--- src/rtl/fir_mac_seq.sv ---
// Sequential FIR driving an external MAC16 one tap per cycle: accept -> result valid TAPS+1 edges later.
// Accepts a sample only when idle; result held until M_READY; FIR_SAT_EN selects saturating output.
module fir_mac_seq #(
   parameter int TAPS  = 8,
   parameter int SHIFT = 15
) (
   input  logic                      clk,
   input  logic                      rst_n,
   input  logic [15:0]               s_data,
   input  logic                      s_valid,
   output logic                      s_ready,
   output logic [15:0]               m_data,
   output logic                      m_valid,
   input  logic                      m_ready,
   input  logic                      coef_we,
   input  logic [$clog2(TAPS)-1:0]   coef_addr,
   input  logic [15:0]               coef_data,
   output logic [15:0]               mac_a,
   output logic [15:0]               mac_b,
   output logic                      mac_lda,
   output logic                      mac_hld,
   input  logic [31:0]               mac_o
);

   localparam int AW = $clog2(TAPS);
   localparam logic [AW-1:0] K_LAST = AW'(TAPS - 1);

   typedef enum logic [1:0] {IDLE, RUN, DRAIN, OUT} state_t;

   state_t          state_q, state_d;
   logic [AW-1:0]   k_q, k_d;
   logic [AW-1:0]   wptr_q, wptr_d;
   logic [AW-1:0]   base_q, base_d;
   logic [AW-1:0]   rd_idx;
   logic [15:0]     x_q [TAPS];
   logic [15:0]     x_d [TAPS];
   logic [15:0]     h_q [TAPS];
   logic [15:0]     h_d [TAPS];
   logic            m_valid_q, m_valid_d;
   logic [15:0]     m_data_q, m_data_d;
   logic [15:0]     mac_a_q, mac_a_d;
   logic [15:0]     mac_b_q, mac_b_d;
   logic            mac_lda_q, mac_lda_d;
   logic            mac_hld_q, mac_hld_d;
   logic            s_ready_q, s_ready_d;

   logic signed [31:0] shifted;
   logic [15:0]        out_res;
   logic               fmt_unused;

   assign shifted    = $signed(mac_o) >>> SHIFT;
   assign fmt_unused = ^{mac_o, shifted};

`ifdef FIR_SAT_EN
   localparam logic signed [31:0] POS_MAX = 32'sh0000_7FFF;
   localparam logic signed [31:0] NEG_MIN = -32'sh0000_8000;

   always_comb begin
      if (shifted > POS_MAX)
         out_res = 16'h7FFF;
      else if (shifted < NEG_MIN)
         out_res = 16'h8000;
      else
         out_res = shifted[15:0];
   end
`else
   always_comb begin
      out_res = shifted[15:0];
   end
`endif

   // MAC operands are registered one step ahead so the MAC sees tap k while k_q==k
   always_comb begin
      state_d   = state_q;
      k_d       = k_q;
      wptr_d    = wptr_q;
      base_d    = base_q;
      x_d       = x_q;
      h_d       = h_q;
      m_valid_d = m_valid_q;
      m_data_d  = m_data_q;
      mac_a_d   = '0;
      mac_b_d   = '0;
      mac_lda_d = 1'b0;
      mac_hld_d = 1'b1;
      rd_idx    = '0;

      case (state_q)
         IDLE: begin
            if (coef_we)
               h_d[coef_addr] = coef_data;
            if (s_valid) begin
               x_d[wptr_q] = s_data;
               base_d      = wptr_q;
               wptr_d      = wptr_q + AW'(1);
               k_d         = '0;
               state_d     = RUN;
               mac_a_d     = s_data;
               mac_b_d     = h_d[0];
               mac_lda_d   = 1'b1;
               mac_hld_d   = 1'b0;
            end
         end
         RUN: begin
            if (k_q == K_LAST) begin
               k_d     = '0;
               state_d = DRAIN;
            end else begin
               k_d       = k_q + AW'(1);
               rd_idx    = base_q - k_d;
               mac_a_d   = x_q[rd_idx];
               mac_b_d   = h_q[k_d];
               mac_hld_d = 1'b0;
            end
         end
         DRAIN: begin
            state_d   = OUT;
            m_valid_d = 1'b1;
            m_data_d  = out_res;
         end
         OUT: begin
            if (m_ready) begin
               state_d   = IDLE;
               m_valid_d = 1'b0;
            end
         end
         default: state_d = IDLE;
      endcase

      s_ready_d = (state_d == IDLE);
   end

   always_ff @(posedge clk or negedge rst_n) begin
      if (!rst_n) begin
         state_q   <= IDLE;
         k_q       <= '0;
         wptr_q    <= '0;
         base_q    <= '0;
         for (int i = 0; i < TAPS; i++) begin
            x_q[i] <= '0;
            h_q[i] <= '0;
         end
         m_valid_q <= 1'b0;
         m_data_q  <= '0;
         mac_a_q   <= '0;
         mac_b_q   <= '0;
         mac_lda_q <= 1'b0;
         mac_hld_q <= 1'b1;
         s_ready_q <= 1'b1;
      end else begin
         state_q   <= state_d;
         k_q       <= k_d;
         wptr_q    <= wptr_d;
         base_q    <= base_d;
         x_q       <= x_d;
         h_q       <= h_d;
         m_valid_q <= m_valid_d;
         m_data_q  <= m_data_d;
         mac_a_q   <= mac_a_d;
         mac_b_q   <= mac_b_d;
         mac_lda_q <= mac_lda_d;
         mac_hld_q <= mac_hld_d;
         s_ready_q <= s_ready_d;
      end
   end

   assign s_ready = s_ready_q;
   assign m_valid = m_valid_q;
   assign m_data  = m_data_q;
   assign mac_a   = mac_a_q;
   assign mac_b   = mac_b_q;
   assign mac_lda = mac_lda_q;
   assign mac_hld = mac_hld_q;

endmodule
--- config.mk ---
export PLATFORM = sky130hd
export DESIGN_NAME = fir_mac_seq
export DESIGN_NICKNAME = d
export VERILOG_FILES = /design/src/rtl/fir_mac_seq.sv
export SDC_FILE = /design/constraint.sdc
export NUM_CORES = 1
export LEC_CHECK = 0
export CORE_MARGIN = 4
export CORE_UTILIZATION = 64
export CTS_BUF_LIST = sky130_fd_sc_hd__clkbuf_8
export DETAILED_ROUTE_END_ITERATION = 10
export GPL_TIMING_DRIVEN = 0
export MAX_ROUTING_LAYER = met4
export PLACE_DENSITY = 0.87
export SYNTH_ARGS = -nofsm -noshare
export SYNTH_HDL_FRONTEND = slang
export SYNTH_SLANG_ARGS = --single-unit
--- constraint.sdc ---
create_clock -name clk -period 6.2 [get_ports clk]
set_input_delay 1.55 -clock clk [delete_from_list [all_inputs] [get_ports clk]]
set_output_delay 1.55 -clock clk [all_outputs]
set_load 0.05 [all_outputs]
# Word-level counts from Yosys, hierarchy flattened
# Cells that the tools add are included.
# totals
elab_cells	89
ff_bits	319
# op_classes
order_cmp	6
mux	33
add_sub_neg	3
n_reduce_logical	10
n_eq_ne	6
bitwise	4
# op_table
operator	count
$bwmux 128	2
$mux 16	10
$mux 128	1
$bmux 16 s3	2
$demux 16 s3	2
$pmux 16 s2	2
$ge 4x4->1 const B	4
$not 3->4	4
$lt 4x1->1 const B	2
$pmux 2 s4	1
$reduce_and 2->1	4
$add 3x1->3 const B	2
$mux 2	3
$mux 3	2
$pmux 3 s2	1
$mux 1	5
$eq 2x2->1 const B	2
$logic_not 2->1	2
$ne 2x2->1 const B	2
$pmux 1 s2	2
$reduce_bool 2->1	2
$eq 3x3->1 const B	1
$sub 3x3->3	1
$eq 2x1->1 const B	1
$logic_and 1x1->1	2

# Longest topological paths before layout
# depth
word_depth	9
depth_mapped	11
depth_no_buf	6

# Least setup slack after synthesis
# Ideal clock, no wire load.
# synth_path
path_kind	register to register
from	reg k_q[0]
to	reg mac_a_q[12] (netlist: mac_a[12])
t_arrival_ns	2.762
setup_ns	0.136
required_time_ns	6.064
slack_ns	3.302
stages_incl_launch_ff	11
path_cell_list	dfrtp_1 buf_2 buf_2 buf_4 inv_1 ha_1 fa_1 clkbuf_1 mux4_2 mux2i_1 o21ai_0
# synth_via
elab_chain_cells	8
word_cells_on_any_way	9
classes_between	2 x add/sub; 1 x eq/ne; 5 x mux; 1 x bitwise
# synth_lines
element	line_no	source
start, declared	31	logic [AW-1:0] k_q, k_d;
start signal, assigned	152	k_q <= k_d;
$add 3x1->3	109	k_d = k_q + AW'(1);
$sub 3x3->3	110	rd_idx = base_q - k_d;
$not 3->4 (implied by the code)	111	mac_a_d = x_q[rd_idx];
$bmux 16 s3	111	
$mux 16 (implied by the code) (2 in a row)	111	
$mux 16 *	105	if (k_q == K_LAST) begin
$pmux 16 s2 *	88	case (state_q)
named net mac_a_d[12]	41	logic [15:0] mac_a_q, mac_a_d;
end signal, assigned	159	mac_a_q <= mac_a_d;
end, declared	41	
# The timed path passes the listed nets; every way through them passes the cells marked *. The select of a mux whose other input is x is not followed.
# A chain may end at the register's enable or synchronous reset.

# Final worst setup path
# layout_path
from	reg k_q[0]
to	reg mac_a_q[13] (netlist: mac_a[13])
# The elaborated chain is that of the path after synthesis.

==> impl_table.tex <==
\begin{tabular}{lr}
\hline
Metric & Value \\
\hline
\multicolumn{2}{l}{\textbf{Global routing}} \\
Total overflow reported by the global router & 0 \\
Wire length of the first global-routing pass & approximately 50000 µm \\
Antenna violations before repair & 1 \\
Number of global-route vias before repair & about 9000 \\
Largest net degree at the start of global routing & approximately 90 \\
Overall track demand over capacity in global routing & 0.266 \\
\multicolumn{2}{l}{\textbf{Synthesis}} \\
Syn avg cell area & around 16 µm² \\
Post-synthesis mux area share & 0.359 \\
Count of flip-flops with a built-in enable after synthesis & 0 \\
Mapped Nets & 946 \\
Combinational family with the most area after synthesis & multiplexers \\
Fraction of registers with async set/reset & 1.00 \\
Distinct cell type count after synthesis & 46 \\
Synth Area in Adders & 0.00499 \\
Synth Flop Type & sky130\_fd\_sc\_hd\_\_dfrtp\_1 \\
Sequential area share after synthesis & 0.569 \\
Synthesis-stage register bit count & 319 \\
Cells after synthesis & 869 \\
Synth Area in XOR/XNOR & 0.00285 \\
Syn Std Cell Area & $\sim$14000 µm² \\
Simple-gate share of the synthesized area & 0.0239 \\
Post-synthesis compound-gate area fraction & 0.0178 \\
Yosys warns & 0 \\
\multicolumn{2}{l}{\textbf{Clocking}} \\
Count of hold buffers inserted by post-cts repair & 0 \\
Clock tree sinks & around 320 \\
CTS tree & yes \\
H-tree Lvls & 2 \\
Worst-case clock buffer depth & 3 \\
Post\_cts resized & 0 \\
Number of clock buffers inserted by TritonCTS & between 50 and 60 \\
Clock transition at path regs & $\sim$0.06 ns \\
Postcts setup bufs & 0 \\
Clk Latency, worst-skew pair & between 0.5 and 0.6 ns \\
Root buffer selected by CTS & sky130\_fd\_sc\_hd\_\_clkbuf\_8 \\
\multicolumn{2}{l}{\textbf{Timing}} \\
Number of hold violations in the final report & 0 \\
Post-layout min period & around 3.8 ns \\
Worst-case clock skew & $\sim$0.022 ns \\
Total of endpoints with negative setup slack in the final report & 0 \\
Relative slew slack & 0.435 \\
Smallest hold slack & between 0.4 and 0.5 ns \\
Sum Neg Setup Slack & 0 ns \\
Final critical-path share of the clock period & 0.606 \\
RSZ-0062 raised after global routing & false \\
Max Freq & 0.266 GHz \\
Final slew viol count & 0 \\
Actual slew at the worst max-slew pin & about 0.85 ns \\
\multicolumn{2}{l}{\textbf{Power and ir drop}} \\
Fraction of power spent switching nets & 0.352 \\
Part of the power in the clock network & 0.191 \\
Max VDD drop & around 0.39 mV \\
Cell internal pwr & $\sim$6 mW \\
Final Total Pwr & roughly 9.5 mW \\
Total power density per cell area & between 500 and 600 nW/µm² \\
Leakage dissipation & roughly 7.7 nW \\
Flop pwr share & 0.365 \\
Logic pwr share & 0.444 \\
Net Sw Power & approximately 3.3 mW \\
\multicolumn{2}{l}{\textbf{Layout}} \\
NumNets Final & between 1000 and 1500 \\
Total area of sequential cells & approximately 8000 µm² \\
Number of fill cells in the layout & between 1000 and 1500 \\
Most frequent cells in the layout & sky130\_fd\_sc\_hd\_\_dfrtp\_1, sky130\_fd\_sc\_hd\_\_mux2\_2, sky130\_fd\_sc\_hd\_\_clkdlybuf4s50\_1 \\
Commonest non-fill, non-tap cell in the layout & sky130\_fd\_sc\_hd\_\_dfrtp\_1 \\
Combined area of the multi-input logic cells & approximately 5700 µm² \\
Area Overhead vs Synth & 18.2\% \\
Utilization after layout & 0.779 \\
Layout cell share with drive strength beyond 1 & 0.440 \\
\multicolumn{2}{l}{\textbf{Die}} \\
Area of the core region & 21300 µm² \\
Std-Cell Rows & 53 \\
Count of boundary I/O pins & about 120 \\
Area enclosed by the die boundary & $\sim$24000 µm² \\
Initial Utilization & 0.660 \\
Width of the die & between 150 and 200 µm \\
Die height & between 150 and 200 µm \\
\multicolumn{2}{l}{\textbf{Run status}} \\
Outcome & finished, final reports clean \\
\multicolumn{2}{l}{\textbf{Setup path}} \\
Most common cell type on the critical path & sky130\_fd\_sc\_hd\_\_buf\_2 \\
Dominant delay contributor by cell family on the critical path & buffers and inverters \\
Max stage delay on crit path & approximately 0.65 ns \\
Critical path type & reg2reg \\
Nature of the critical path endpoint & flop \\
Required time at the worst-slack endpoint & 6.59 ns \\
List of cells traversed by the critical path & buf\_2, buf\_2, buf\_4, inv\_1, ha\_1, fa\_1, clkbuf\_1, mux4\_2, mux2i\_1, o21ai\_0 \\
Largest fanout on the critical path & 10 \\
Slowest stage cell, crit path & sky130\_fd\_sc\_hd\_\_fa\_1 \\
WP data arrival & 4.15 ns \\
Crit path launch type & flop \\
Worst path bufs/invs & 5 \\
\multicolumn{2}{l}{\textbf{Place}} \\
Last weighted congestion value of the routability-driven placer & roughly 0.78 \\
HPWL Detailed & 19600 µm \\
Count of port buffers added during placement & 107 \\
\multicolumn{2}{l}{\textbf{Route}} \\
DRC viols & 0 \\
Final wirelength & $\sim$30000 µm \\
DRC violation total after the first TritonRoute iteration & 532 \\
Antenna-violating nets left & 0 \\
Detailed-route via count & around 8200 \\
Routed wirelength normalized by instance count & roughly 23 µm \\
Post-detailed-route via-to-cell ratio & approximately 6.1 \\
Count of TritonRoute iterations in the first routing pass & 4 \\
\multicolumn{2}{l}{\textbf{Flow run}} \\
Max-cap viol count & 0 \\
\multicolumn{2}{l}{\textbf{Min path}} \\
Min-Delay Path Class & reg2reg \\
\hline
\end{tabular}
flip-flops by register name, summed over array words and instances, names as in the netlist:
register / flops
h_q: 128
x_q: 128
m_data: 16
mac_a: 16
mac_b: 16
base_q: 3
k_q: 3
wptr_q: 3
state_q: 2
m_valid: 1
mac_hld: 1
mac_lda: 1
s_ready: 1
per-layer routing:
| metal | part of all wire | track usage | vias up | routed length, µm |
|---|---|---|---|---|
| li1 | - | - | 3569 | - |
| met1 | 0.44 | 0.370 | 4325 | 13200 |
| met2 | 0.48 | 0.406 | 265 | 14600 |
| met3 | 0.058 | 0.0535 | 60 | 1770 |
| met4 | 0.025 | 0.0793 | 0 | 745 |
| met5 | 0 | - | - | 0 |
worst register-to-register path, stage by stage, from the launching register on:
cell	delay (ns)
sky130_fd_sc_hd__dfrtp_1	0.34
sky130_fd_sc_hd__buf_2	0.31
sky130_fd_sc_hd__buf_2	0.41
sky130_fd_sc_hd__buf_4	0.28
sky130_fd_sc_hd__inv_1	0.06
sky130_fd_sc_hd__ha_1	0.21
sky130_fd_sc_hd__fa_1	0.65
sky130_fd_sc_hd__clkbuf_1	0.63
sky130_fd_sc_hd__mux4_2	0.43
sky130_fd_sc_hd__mux2i_1	0.13
sky130_fd_sc_hd__o21ai_0	0.13
metrics by stage:
stage          std cells  instance area (µm²)  worst slack [ns]
4_1_cts             1344                16600              2.44
3_5_place_dp        1254                15500              2.43
5_1_grt             1345                16600              2.26
2_1_floorplan        869                14000              3.30
6_report            1345                16600              2.44
3_3_place_gp        1251                15500             -9.97
cells by family (layout without fill, tap and decap cells):
| logic type | after synthesis | after routing |
|---|---|---|
| muxes | 386 | 386 |
| DFF | 319 | 319 |
| and+or+nand+nor | 57 | 57 |
| buffers and inverters | 56 | 256 |
| AOI/OAI and AO/OA | 43 | 43 |
| adders and majority gates | 5 | 5 |
| xor gates and xnor gates | 3 | 3 |
| other | 0 | 1 |
power groups by stage:
stage               registers, mW  logic, mW  clock network [mW]
floorplan                    3.70       2.80                   0
global placement             3.43       4.10                   0
CTS                          3.44       4.23                1.84
finish                       3.45       4.20                1.81
detailed placement           3.47       4.20                   0
global route                 3.55       4.49                1.95
area by class of cell:
cell class / instances / share of cell area
sequential: 319 / 0.481
multi-input combinational: 494 / 0.346
buffer: 50 / 0.0176
antenna: 1 / 0.000151
tap: 275 / 0.0207
clock inverter: 23 / 0.00754
clock buffer: 67 / 0.0556
inverter: 6 / 0.00136
timing repair buffer: 110 / 0.0698
synth_stat cells, drive strengths merged, types with 2 or more instances:
| library cell | n | area [µm²] |
|---|---|---|
| nand3 | 3 | 20.0 |
| nor4b | 2 | 23.8 |
| inv | 6 | 22.5 |
| mux4 | 64 | 1440 |
| dfstp | 2 | 52.6 |
| ha | 4 | 50.1 |
| nand2 | 29 | 111 |
| nor2 | 8 | 50.0 |
| o21ai | 20 | 100 |
| nor2b | 2 | 12.5 |
| a21oi | 2 | 10.0 |
| clkbuf | 8 | 30.0 |
| dfrtp | 317 | 7930 |
| buf | 42 | 261 |
| mux2i | 48 | 480 |
| and3 | 3 | 18.8 |
| nor3 | 4 | 42.5 |
| mux2 | 274 | 3120 |
| o22ai | 16 | 100 |
| nand3b | 2 | 18.8 |
final timing paths:
check,from,to,slack [ns],cells after the start
setup / recovery,k_q[0],mac_a[13],2.44,10
hold / removal,m_valid,m_valid,0.48,1
setup reg to reg,k_q[0],mac_a[13],2.44,10
hold reg to reg,m_valid,m_valid,0.48,1
max in group asynchronous,rst_n,m_data[1],4.04,3
min in group asynchronous,rst_n,x_q[70],0.96,1
No activity file was read; power rests on OpenSTA's default activity.
